===== src/rtl/mem_access_unit.sv =====
// Load/store front-end for the data RAM: byte/half/word accesses, big-endian lanes, RMW for sub-word stores.
// Optional build macro MAU_RANGE_CHECK_EN rejects addresses beyond the RAM instead of aliasing them.
module mem_access_unit #(
    parameter int ADDR_W = 7
) (
    input  logic              clk,
    input  logic              rst,
    input  logic              req,
    input  logic              we,
    input  logic [1:0]        size,
    input  logic              sign_ext,
    input  logic [31:0]       addr,
    input  logic [31:0]       wdata,
    output logic              ready,
    output logic              done,
    output logic              err,
    output logic [31:0]       rdata,
    output logic [ADDR_W-1:0] ram_addr,
    output logic              ram_w,
    output logic              ram_r,
    output logic [31:0]       ram_wdata,
    input  logic [31:0]       ram_rdata
);

    typedef enum logic [1:0] {IDLE = 2'd0, RD = 2'd1, WR = 2'd2, FIN = 2'd3} state_t;

    state_t      state_r;
    logic [1:0]  off_r;
    logic [1:0]  size_r;
    logic        sext_r;
    logic        we_r;
    logic [15:0] wdata_r;
    logic        misalign_s;
    logic        range_bad_s;
    logic        bad_s;
    logic        unused_s;

    // Select the addressed lane (offset 0 = MSB byte) and extend it to 32 bits.
    function automatic logic [31:0] load_extract(input logic [31:0] word, input logic [1:0] off,
                                                 input logic [1:0] sz, input logic sx);
        logic [7:0]  b;
        logic [15:0] h;
        logic [31:0] r;
        case (off)
            2'd0:    b = word[31:24];
            2'd1:    b = word[23:16];
            2'd2:    b = word[15:8];
            default: b = word[7:0];
        endcase
        h = off[1] ? word[15:0] : word[31:16];
        case (sz)
            2'b00:   r = {{24{sx & b[7]}}, b};
            2'b01:   r = {{16{sx & h[15]}}, h};
            default: r = word;
        endcase
        return r;
    endfunction

    // Replace the addressed byte/half lane of a word, leaving the other lanes intact.
    function automatic logic [31:0] store_merge(input logic [31:0] word, input logic [1:0] off,
                                                input logic [1:0] sz, input logic [15:0] data);
        logic [31:0] r;
        r = word;
        case (sz)
            2'b00: begin
                case (off)
                    2'd0:    r[31:24] = data[7:0];
                    2'd1:    r[23:16] = data[7:0];
                    2'd2:    r[15:8]  = data[7:0];
                    default: r[7:0]   = data[7:0];
                endcase
            end
            2'b01: begin
                if (off[1]) begin
                    r[15:0] = data;
                end else begin
                    r[31:16] = data;
                end
            end
            default: r = word;
        endcase
        return r;
    endfunction

    // Alignment and legality of the request presented for acceptance.
    always_comb begin
        misalign_s = 1'b0;
        case (size)
            2'b00:   misalign_s = 1'b0;
            2'b01:   misalign_s = addr[0];
            2'b10:   misalign_s = |addr[1:0];
            default: misalign_s = 1'b1;
        endcase
    end

`ifdef MAU_RANGE_CHECK_EN
    assign range_bad_s = |addr[31:ADDR_W+2];
    assign unused_s    = 1'b0;
`else
    assign range_bad_s = 1'b0;
    assign unused_s    = ^addr[31:ADDR_W+2];
`endif

    assign bad_s = misalign_s | range_bad_s;

    // Access sequencer; every RAM-side and handshake output comes straight from a flop.
    always_ff @(posedge clk or posedge rst) begin
        if (rst) begin
            state_r   <= IDLE;
            ready     <= 1'b1;
            done      <= 1'b0;
            err       <= 1'b0;
            rdata     <= 32'd0;
            ram_addr  <= {ADDR_W{1'b0}};
            ram_w     <= 1'b0;
            ram_r     <= 1'b0;
            ram_wdata <= 32'd0;
            off_r     <= 2'd0;
            size_r    <= 2'd0;
            sext_r    <= 1'b0;
            we_r      <= 1'b0;
            wdata_r   <= 16'd0;
        end else begin
            case (state_r)
                IDLE: begin
                    done <= 1'b0;
                    err  <= 1'b0;
                    if (req) begin
                        off_r   <= addr[1:0];
                        size_r  <= size;
                        sext_r  <= sign_ext;
                        we_r    <= we;
                        wdata_r <= wdata[15:0];
                        rdata   <= 32'd0;
                        ready   <= 1'b0;
                        if (bad_s) begin
                            state_r <= FIN;
                            done    <= 1'b1;
                            err     <= 1'b1;
                        end else begin
                            ram_addr <= addr[ADDR_W+1:2];
                            if (we && (size == 2'b10)) begin
                                state_r   <= WR;
                                ram_w     <= 1'b1;
                                ram_wdata <= wdata;
                            end else begin
                                state_r <= RD;
                                ram_r   <= 1'b1;
                            end
                        end
                    end else begin
                        ready <= 1'b1;
                    end
                end
                RD: begin
                    ram_r <= 1'b0;
                    if (we_r) begin
                        ram_wdata <= store_merge(ram_rdata, off_r, size_r, wdata_r);
                        ram_w     <= 1'b1;
                        state_r   <= WR;
                    end else begin
                        rdata   <= load_extract(ram_rdata, off_r, size_r, sext_r);
                        done    <= 1'b1;
                        state_r <= FIN;
                    end
                end
                WR: begin
                    ram_w   <= 1'b0;
                    done    <= 1'b1;
                    state_r <= FIN;
                end
                FIN: begin
                    done    <= 1'b0;
                    err     <= 1'b0;
                    ready   <= 1'b1;
                    state_r <= IDLE;
                end
                default: begin
                    done    <= 1'b0;
                    err     <= 1'b0;
                    ram_w   <= 1'b0;
                    ram_r   <= 1'b0;
                    ready   <= 1'b1;
                    state_r <= IDLE;
                end
            endcase
        end
    end

endmodule


===== config.mk =====
export PLATFORM = sky130hd
export DESIGN_NAME = mem_access_unit
export DESIGN_NICKNAME = d
export VERILOG_FILES = /design/src/rtl/mem_access_unit.sv
export SDC_FILE = /design/constraint.sdc
export NUM_CORES = 1
export LEC_CHECK = 0
export CAP_MARGIN = 20
export CORE_MARGIN = 2
export CORE_UTILIZATION = 47
export DETAILED_ROUTE_END_ITERATION = 10
export PLACE_DENSITY = 0.81
export SLEW_MARGIN = 30
export SYNTH_ARGS = -nofsm -noshare
export SYNTH_HDL_FRONTEND = slang
export SYNTH_SLANG_ARGS = --single-unit
export TNS_END_PERCENT = 30

===== constraint.sdc =====
create_clock -name clk -period 3.9 [get_ports clk]
set_input_delay 0.975 -clock clk [delete_from_list [all_inputs] [get_ports clk]]
set_output_delay 0.975 -clock clk [all_outputs]
set_load 0.005 [all_outputs]

==> results_dict.tcl <==
set metrics [dict create \
    rrSetupSlack_ns 1.24 \
    cts.hold.buffers_added 0 \
    synthAdderAreaFrac_pct 0.907 \
    vias 5220 \
    startpoint_type "input port" \
    ir_worst_vdd_mv 0.485 \
    async_flop_share_pct 100 \
    whs_path_depth 2 \
    timing.rr.start "state_r[1]" \
    max_stage_delay_ns 0.66 \
    cts_sinks 100 \
    synth_enable_flop_cells 0 \
    grt_use_met2_pct 41.2 \
    synth_top_area_share_pct 44.9 \
    die_h_um 112 \
    hp-start "ready" \
    slowest_stage "clkdlybuf4s50_1" \
    n_antenna_cell 0 \
    max_freq_mhz 328 \
    ys_types 48 \
    numCtsBuffers 9 \
    end_kind "flop" \
    overflow 0 \
    synth_compound_area_share_pct 25.3 \
    drt_pre_antenna_iters 5 \
    cap_viol_max_count 0 \
    worst_ep_arrival_time_ns 3.28 \
    path_clk_slew_ns 0.07 \
    syn-num-nets 669 \
    path_cells "clkdlybuf4s50_1, nand2_4, o41a_1, or2_2, a22o_1" \
    die_area_um2 12600 \
    root_buffer "clkbuf_16" \
    grt_usage_pct 26.6 \
    netlist_instances 562 \
    leakage_nw 2.99 \
    antenna_found_initial 0 \
    use_met3_pct 6.91 \
    crit_required_ns 4.13 \
    initial_core_util_pct 48.3 \
    fin_crit_ns 3.05 \
    drc 0 \
    slew_viol_final 0 \
    synth_top_family_by_area "compound AO/OA/AOI/OAI gates" \
    nets 789 \
    routedWlPerCell_um 20.4 \
    synth_mux_area_share_pct 9.45 \
    drt_first_iter_violations 484 \
    synth_seq_area_share_pct 45.4 \
    yosysMostFrequentCell "dfrtp_1" \
    period_share_pct 78.2 \
    io_pins 179 \
    insertion_delay_ns 0.34 \
    synth_ff_type "dfrtp_1" \
    hold_viol 0 \
    ctsResizeCount 0 \
    syn2layout_area_growth_pct 33.7 \
    reg2reg_depth 6 \
    syn-cell-area_um2 5520 \
    drive_gt1_share_pct 9.61 \
    fp-row-count 39 \
    synth.top_cells.by_count "99 x dfrtp_1, 58 x o21ai_0, 42 x clkbuf_1, 39 x nand2_1, 34 x nor2b_1" \
    tns_ns 0 \
    finalNonFillerCells 830 \
    synth_xor_area_share_pct 0 \
    status "completed" \
    grt_pass1_wl_mm 26.5 \
    ys_top_cells_by_area "dfrtp_1 45%, mux2_2 5.9%, o21ai_0 5.3%, nor2b_1 3.9%, a221o_1 3.1%" \
    path_class "input port to flop" \
    htreeDepth 3 \
    clock_path_buffers 2 \
    hold_class "flop to flop" \
    setup_violations 0 \
    path_max_fanout 32 \
    gp_congestion 0.898 \
    synth-seq-cells 100 \
    viasPerCell 6.29 \
    io_buffer_count 155 \
    postRouteAntennaNets 0 \
    place_hpwl_mm 12.1 \
    dpl.cell_count 814 \
    grt_max_degree 77 \
    skew_ns 0.00958 \
    grt_pass1_vias 4927 \
    use_met1_pct 36.5 \
    critPathTopFamily "simple AND/OR/NAND/NOR gates" \
    fp.dieW_um 112 \
    reg2reg_to "rdata[31]" \
    yosys.area_share.simple_pct 14.1 \
    slew_headroom_pct 37.6 \
    post-cts-setup-buffers 0 \
    core_um2 11400 \
    grt.busiest_layer "met2" \
    cts_tree "yes" \
    synth_top_cell_by_area "dfrtp_1" \
    n_fill_cell 913 \
    cellPowerDensity_nw_per_um2 814 \
    synth_warnings 0 \
    rsz0062_at_grt "no" \
    worst-path-buf-inv 1 \
    synth.avg_cell_area_um2 9.82 \
    hold_path_end "ready" \
    worst-slew-pin-transition_ns 0.936 \
    routed_wl_mm 16.9 \
]
## flip-flops by register name, indices dropped and copies added, names as in the netlist
register and cells:
done 1, err 1, off_r 2, ram_addr 7, ram_r 1, ram_w 1
ram_wdata 32, rdata 32, ready 1, sext_r 1, size_r 2, state_r 2
wdata_r 16, we_r 1
## area by class of cell
| cell class | instances | area [µm²] | share of cell area, % |
|---|---|---|---|
| Multi-Input combinational cell | 400 | 2750 | 37.3 |
| Sequential cell | 100 | 2500 | 33.9 |
| Timing Repair Buffer | 163 | 1620 | 22.0 |
| Clock buffer | 11 | 253 | 3.42 |
| Tap cell | 143 | 179 | 2.42 |
| Clock inverter | 5 | 35.0 | 0.475 |
| Inverter | 8 | 32.5 | 0.441 |
## cell families after synthesis
family,count (synthesis)
flops,100
fa+ha+maj,4
simple gates,154
buf+inv,62
mux,46
compound gates,196
## worst max path at each step
| stage | startpoint | slack [ns] | end | depth (start not counted) |
|---|---|---|---|---|
| finish | req | 0.85 | ram_wdata[10] | 5 |
| CTS | req | 0.88 | ram_wdata[28] | 5 |
| global route | req | 0.79 | ram_wdata[27] | 5 |
| global placement | req | 0.44 | ram_wdata[8] | 5 |
| floorplan | rst | 0.31 | done | 1 |
| detailed placement | req | 0.52 | ram_wdata[10] | 5 |
## tightest hold or removal path, delay by kind of cell (launching register included)
family          cells  cell delay (ns)
compound gates      1             0.06
buf+inv             1             0.05
flops               1             0.37
## through the flow
stage / hold slack [ns] / area (µm²) / setup WS, ns / util, % / total power, mW
3_5_place_dp: 0.468 / 7090 / 0.524 / 62.1 / 5.11
6_report: 0.482 / 7380 / 0.850 / 64.6 / 6.01
3_3_place_gp: 0.461 / 7090 / 0.444 / 62.1 / 4.98
4_1_cts: 0.477 / 7380 / 0.885 / 64.6 / 5.99
5_1_grt: 0.485 / 7380 / 0.794 / 64.6 / 6.39
2_1_floorplan: 0.455 / 5520 / 0.308 / - / 3.81
## layer usage
| metal | part of all wire, % | vias up |
|---|---|---|
| met5 | 0 | - |
| met4 | 3.2 | 0 |
| met3 | 9.8 | 43 |
| met2 | 47 | 309 |
| met1 | 40 | 2518 |
| li1 | - | 2350 |
## cells in the final DEF, fill, tap and decap left out, types with 2 or more instances in the layout
cell type        synthesis  final
ha_1                     4      3
clkdlybuf4s50_1          0    155
nand3_1                  8      8
mux2i_1                 15     15
o22ai_1                 11     11
a22o_1                  17     17
o41a_1                   2      2
mux4_2                   2      2
clkbuf_16                0      9
o31ai_1                  9      9
a221o_1                 17     17
nand2_1                 39     39
or2_2                    3      4
o211a_1                  8      8
clkbuf_8                 0      2
a21boi_0                 8      8
mux2_2                  29     29
nor2_1                  23     23
a22oi_1                  9      9
a311oi_1                16     16
a21oi_1                 18     18
dfrtp_1                 99     98
nor3_1                  25     25
and3_1                   3      3
clkinv_2                 0      2
o2111ai_1                8      8
nand2b_1                 4      4
a32oi_1                  6      6
o21a_1                   2      2
buf_4                    4      7
inv_1                    8      7
or3_1                    7      7
o211ai_1                 2      2
o21ai_0                 58     58
nor2b_1                 34     33
a31oi_1                  2      2
## report_power, final
part           leakage (nW)  switching [mW]  internal [mW]
clock network         0.142           0.400          0.469
logic                  1.60            1.55           1.58
registers              1.25           0.471           1.53
total                  2.99            2.42           3.59
(Power assumes the default switching activity.)
